<file path="config.mk">
export PLATFORM = sky130hd
export DESIGN_NAME = cosim_misr_capture
export DESIGN_NICKNAME = d
export VERILOG_FILES = /design/src/rtl/cosim_misr_capture.sv
export SDC_FILE = /design/constraint.sdc
export NUM_CORES = 1
export LEC_CHECK = 0
export ABC_CLOCK_PERIOD_IN_PS = 2600
export BUFFER_PORTS_ARGS = -buffer_cell sky130_fd_sc_hd__buf_2
export CORE_MARGIN = 5
export CORE_UTILIZATION = 40
export DETAILED_ROUTE_END_ITERATION = 6
export GPL_ROUTABILITY_DRIVEN = 1
export GPL_TIMING_DRIVEN = 0
export MAX_ROUTING_LAYER = met4
export PLACE_DENSITY = 0.73
export SYNTH_ARGS = -nofsm -noshare
export SYNTH_HDL_FRONTEND = slang
export SYNTH_SLANG_ARGS = --single-unit
</file>
<file path="constraint.sdc">
create_clock -name clk -period 2.6 [get_ports clk]
set_input_delay 0.39 -clock clk [delete_from_list [all_inputs] [get_ports clk]]
set_output_delay 0.39 -clock clk [all_outputs]
set_load 0.01 [all_outputs]
</file>
<file path="src/rtl/cosim_misr_capture.sv">
// Captures a run of DUT output vectors into a WIDTH-bit MISR signature.
// A run is started from IDLE, accepts num_vec vectors, then pulses done for one cycle.
module cosim_misr_capture #(
    parameter int WIDTH = 128,
    parameter int CNT_W = 16
) (
    input  logic             clk,
    input  logic             rst_n,
    input  logic             start,
    input  logic [CNT_W-1:0] num_vec,
    input  logic             in_valid,
    input  logic [WIDTH-1:0] in_data,
    output logic             in_ready,
    output logic             busy,
    output logic             done,
    output logic [WIDTH-1:0] sig,
    output logic [CNT_W-1:0] vec_count
);

    typedef enum logic [1:0] {
        ST_IDLE = 2'd0,
        ST_RUN  = 2'd1,
        ST_DONE = 2'd2
    } state_t;

    // Feedback taps x^7+x^2+x+1, zero-extended to the signature width.
    localparam logic [WIDTH-1:0] FB_POLY  = {{(WIDTH-8){1'b0}}, 8'h87};
    localparam logic [CNT_W-1:0] CNT_ZERO = {CNT_W{1'b0}};
    localparam logic [CNT_W-1:0] CNT_ONE  = {{(CNT_W-1){1'b0}}, 1'b1};

    function automatic logic [WIDTH-1:0] misr_next(
        input logic [WIDTH-1:0] cur,
        input logic [WIDTH-1:0] din
    );
        logic [WIDTH-1:0] fb;
        fb = cur[WIDTH-1] ? FB_POLY : {WIDTH{1'b0}};
        return {cur[WIDTH-2:0], 1'b0} ^ fb ^ din;
    endfunction

    state_t           state_q,     state_d;
    logic [WIDTH-1:0] sig_q,       sig_d;
    logic [CNT_W-1:0] vec_count_q, vec_count_d;
    logic [CNT_W-1:0] num_vec_q,   num_vec_d;
    logic             busy_q,      busy_d;
    logic             done_q,      done_d;
    logic             accept_s;
    logic [CNT_W-1:0] cnt_inc_s;

    assign in_ready  = (state_q == ST_RUN);
    assign accept_s  = in_valid & in_ready;
    assign cnt_inc_s = vec_count_q + CNT_ONE;

    // Next-state and datapath update for the capture FSM.
    always_comb begin
        state_d     = state_q;
        sig_d       = sig_q;
        vec_count_d = vec_count_q;
        num_vec_d   = num_vec_q;
        case (state_q)
            ST_IDLE: begin
                if (start) begin
                    sig_d       = {WIDTH{1'b0}};
                    vec_count_d = CNT_ZERO;
                    num_vec_d   = num_vec;
                    state_d     = (num_vec != CNT_ZERO) ? ST_RUN : ST_DONE;
                end else begin
                    state_d = ST_IDLE;
                end
            end
            ST_RUN: begin
                if (accept_s) begin
                    sig_d       = misr_next(sig_q, in_data);
                    vec_count_d = cnt_inc_s;
                    state_d     = (cnt_inc_s == num_vec_q) ? ST_DONE : ST_RUN;
                end else begin
                    state_d = ST_RUN;
                end
            end
            ST_DONE: begin
                state_d = ST_IDLE;
            end
            default: begin
                state_d = ST_IDLE;
            end
        endcase
        busy_d = (state_d == ST_RUN);
        done_d = (state_d == ST_DONE);
    end

    // State, signature and registered status flags.
    always_ff @(posedge clk or negedge rst_n) begin
        if (!rst_n) begin
            state_q     <= ST_IDLE;
            sig_q       <= {WIDTH{1'b0}};
            vec_count_q <= CNT_ZERO;
            num_vec_q   <= CNT_ZERO;
            busy_q      <= 1'b0;
            done_q      <= 1'b0;
        end else begin
            state_q     <= state_d;
            sig_q       <= sig_d;
            vec_count_q <= vec_count_d;
            num_vec_q   <= num_vec_d;
            busy_q      <= busy_d;
            done_q      <= done_d;
        end
    end

    assign busy      = busy_q;
    assign done      = done_q;
    assign sig       = sig_q;
    assign vec_count = vec_count_q;

endmodule

</file>
==> impl_metrics.json <==
{
  "status": "complete, no violations",
  "critPathKind": "flip-flop to flip-flop",
  "vias": 6445,
  "clockBufferDepth": 2,
  "cts-htree-levels": 4,
  "cp_max_fo": 10,
  "cap_violations": 0,
  "yosys_register_bits": 164,
  "synth-warning-count": 0,
  "grt_overflow_total": 0,
  "coreArea_sq_mm": 0.0188,
  "drt_drc_violations_left": 0,
  "synthFlopType": "dfrtp_1",
  "max_freq_mhz": 407,
  "synth_commonest_cells": "164 x dfrtp_1, 152 x nand2_1, 143 x xnor2_1, 136 x o21ai_0, 33 x clkbuf_1",
  "nets": 1217,
  "start_util": 0.408,
  "drt-initial-drc-count": 223,
  "hpwl_microns": 16400,
  "drt_first_pass_iters": 5,
  "synth_top_area_share": 0.534,
  "finClkSkew_ps": 9.26,
  "areaGrowthSynthToFinish_pct": 32.5,
  "cts.clk_slew.worst_paths_ps": 70,
  "cts_tree": "built",
  "grt_pass1_vias": 6531,
  "rr_startpoint": "vec_count[2]",
  "die_width_microns": 149,
  "vias_per_cell": 4.79,
  "ys_seq_area_frac": 0.534,
  "wl_per_cell_microns": 16.0,
  "relSlewSlack": 0.556,
  "cp-start-kind": "flip-flop",
  "grt_max_degree": 85,
  "synth.most_common_cell": "dfrtp_1",
  "dieArea_sq_mm": 0.0221,
  "yosys-top-cells-area": "dfrtp_1 53%, xnor2_1 16%, o21ai_0 8.9%",
  "power_uw": 10400,
  "crit_slowest_cell": "or4_4",
  "crit_start": "vec_count[2]",
  "row_count": 50,
  "fin_crit_ps": 2460,
  "synth_cells": 752,
  "synth_area_sq_mm": 0.00769,
  "finalSetupViolCount": 0,
  "worst_pin_slew_ps": 665,
  "cts_inserted_buffers": 17,
  "cp-endpoint": "state_q[0]",
  "ir_drop_uv": 522,
  "async_reset_ff_frac": 1.00,
  "fin_ws_ps": 142,
  "rsz0062_at_grt": "false",
  "critPathCaptureType": "flip-flop",
  "drt-total-wl_microns": 21500,
  "powerDensity_mw_per_mm2": 1020,
  "drive_gt1_frac": 0.347,
  "crit_required_ps": 2900,
  "r2r_cells": 7,
  "top_level_ports": 295,
  "preCtsSetupSlack_ps": -530,
  "regToRegEndpoint": "state_q[0]",
  "synth_nets": 901,
  "final_antenna_net_count": 0,
  "cts_root_buf": "clkbuf_16",
  "synth_top_area_cell": "dfrtp_1",
  "period_share": 0.945,
  "routabilityCongestion": 0.892,
  "yosysUniqueCellTypes": 38,
  "crit_path_max_incr_delay_ps": 560,
  "clock-sinks": 164,
  "portBuffers": 294,
  "synth_area_per_cell_sq_um": 10.2,
  "slew_viol_final": 0,
  "die_h_microns": 149,
  "path_cells": "nand3_2 > buf_6 > nor4_2 > xnor2_1 > nand2_1 > or4_4 > a22o_1",
  "p_leak_uw": 0.00467,
  "synth-edff-count": 0,
  "rrSetupSlack_ps": 140,
  "hold_path.class": "input pin to flip-flop",
  "grt_pass1_wl_microns": 34100,
  "clk_latency_ps": 420,
  "arrival_ps": 2750,
  "track_usage": 0.200,
  "antenna_found_initial": 4,
  "hold_violations": 0
}
## stage by stage
| stage | util | cell area, sq um | TNS, ps | std cells | hold WS, ps |
|---|---|---|---|---|---|
| final | 0.541 | 10200 | 0 | 1345 | 227 |
| after global routing | 0.541 | 10200 | 0 | 1345 | 206 |
| after CTS | 0.538 | 10100 | 0 | 1340 | 201 |
| after detailed placement | 0.506 | 9520 | -30190 | 1307 | 433 |
| after global placement | 0.504 | 9480 | -265660 | 1306 | 501 |
| after floorplan | - | 7690 | 0 | 752 | 94.4 |
## worst min path at each step
stage                from            to  slack (ps)  cells after the start
2_1_floorplan       rst_n          busy          90                      0
3_3_place_gp      sig[53]       sig[53]         500                      2
3_5_place_dp        rst_n       sig[28]         430                      1
4_1_cts        num_vec[3]  num_vec_q[3]         200                      2
5_1_grt        num_vec[9]  num_vec_q[9]         210                      2
6_report       num_vec[9]  num_vec_q[9]         230                      2
## sequential cells by signal (all words and copies together), names as in the netlist
| signal | flops |
|---|---|
| done | 1 |
| vec_count | 16 |
| state_q | 2 |
| busy | 1 |
| sig | 128 |
| num_vec_q | 16 |
## kinds of logic after synthesis
family,share of synthesized area
flops,0.534
fa+ha+maj,0.00163
mux,0.0234
xor+xnor,0.180
compound gates,0.118
simple gates,0.115
buf+inv,0.0288
## layout make-up
class                      instances  area (sq um)
fill                            1702          8650
sequential                       164          4110
multi-input combinational        547          3410
timing repair buffer             298          1530
clock buffer                      18           429
tap                              260           325
buffer                            40           221
clock inverter                    14           144
antenna                            4          10.0
## power breakdown
part,switching [uW],internal (uW),leakage [uW]
clock network,1110,1350,0.000274
registers,926,3490,0.00202
logic,1760,1770,0.00238
## cells in the final DEF (no fill, tap or decap), drive strengths merged, types with 7 or more instances in the layout
cell	Yosys	routed
buf	4	302
dfrtp	164	164
nand2	152	152
o21ai	149	149
xnor2	143	143
clkbuf	37	53
mux2	16	16
xor2	15	15
nor2	14	14
nor4	10	10
inv	0	7
## per-layer routing
| metal | GRT usage | vias up | wire (microns) |
|---|---|---|---|
| met5 | - | - | 0 |
| met4 | 0.0453 | 0 | 233 |
| met3 | 0.0530 | 13 | 1470 |
| met2 | 0.324 | 219 | 10700 |
| met1 | 0.254 | 3063 | 9080 |
| li1 | - | 3150 | - |
## worst max-delay path: cells and delay by family (launching register included)
family                    cells  cell delay (ps)
and+or+nand+nor               4             1240
DFF                           1              530
xor gates and xnor gates      1              170
AOI/OAI and AO/OA             1              210
buffers and inverters         1              190
## timing repair
| item | 4_1_cts | 5_1_grt |
|---|---|---|
| buffers inserted | 1 | 1 |
| pin swaps | 0 | 2 |
| gates resized for setup | 7 | 10 |
| hold buffers | 1 | 0 |
| hold endpoints to repair | 49 | 0 |
| setup endpoints to repair | 87 | 2 |
No activity file was read; power rests on OpenSTA's default activity.
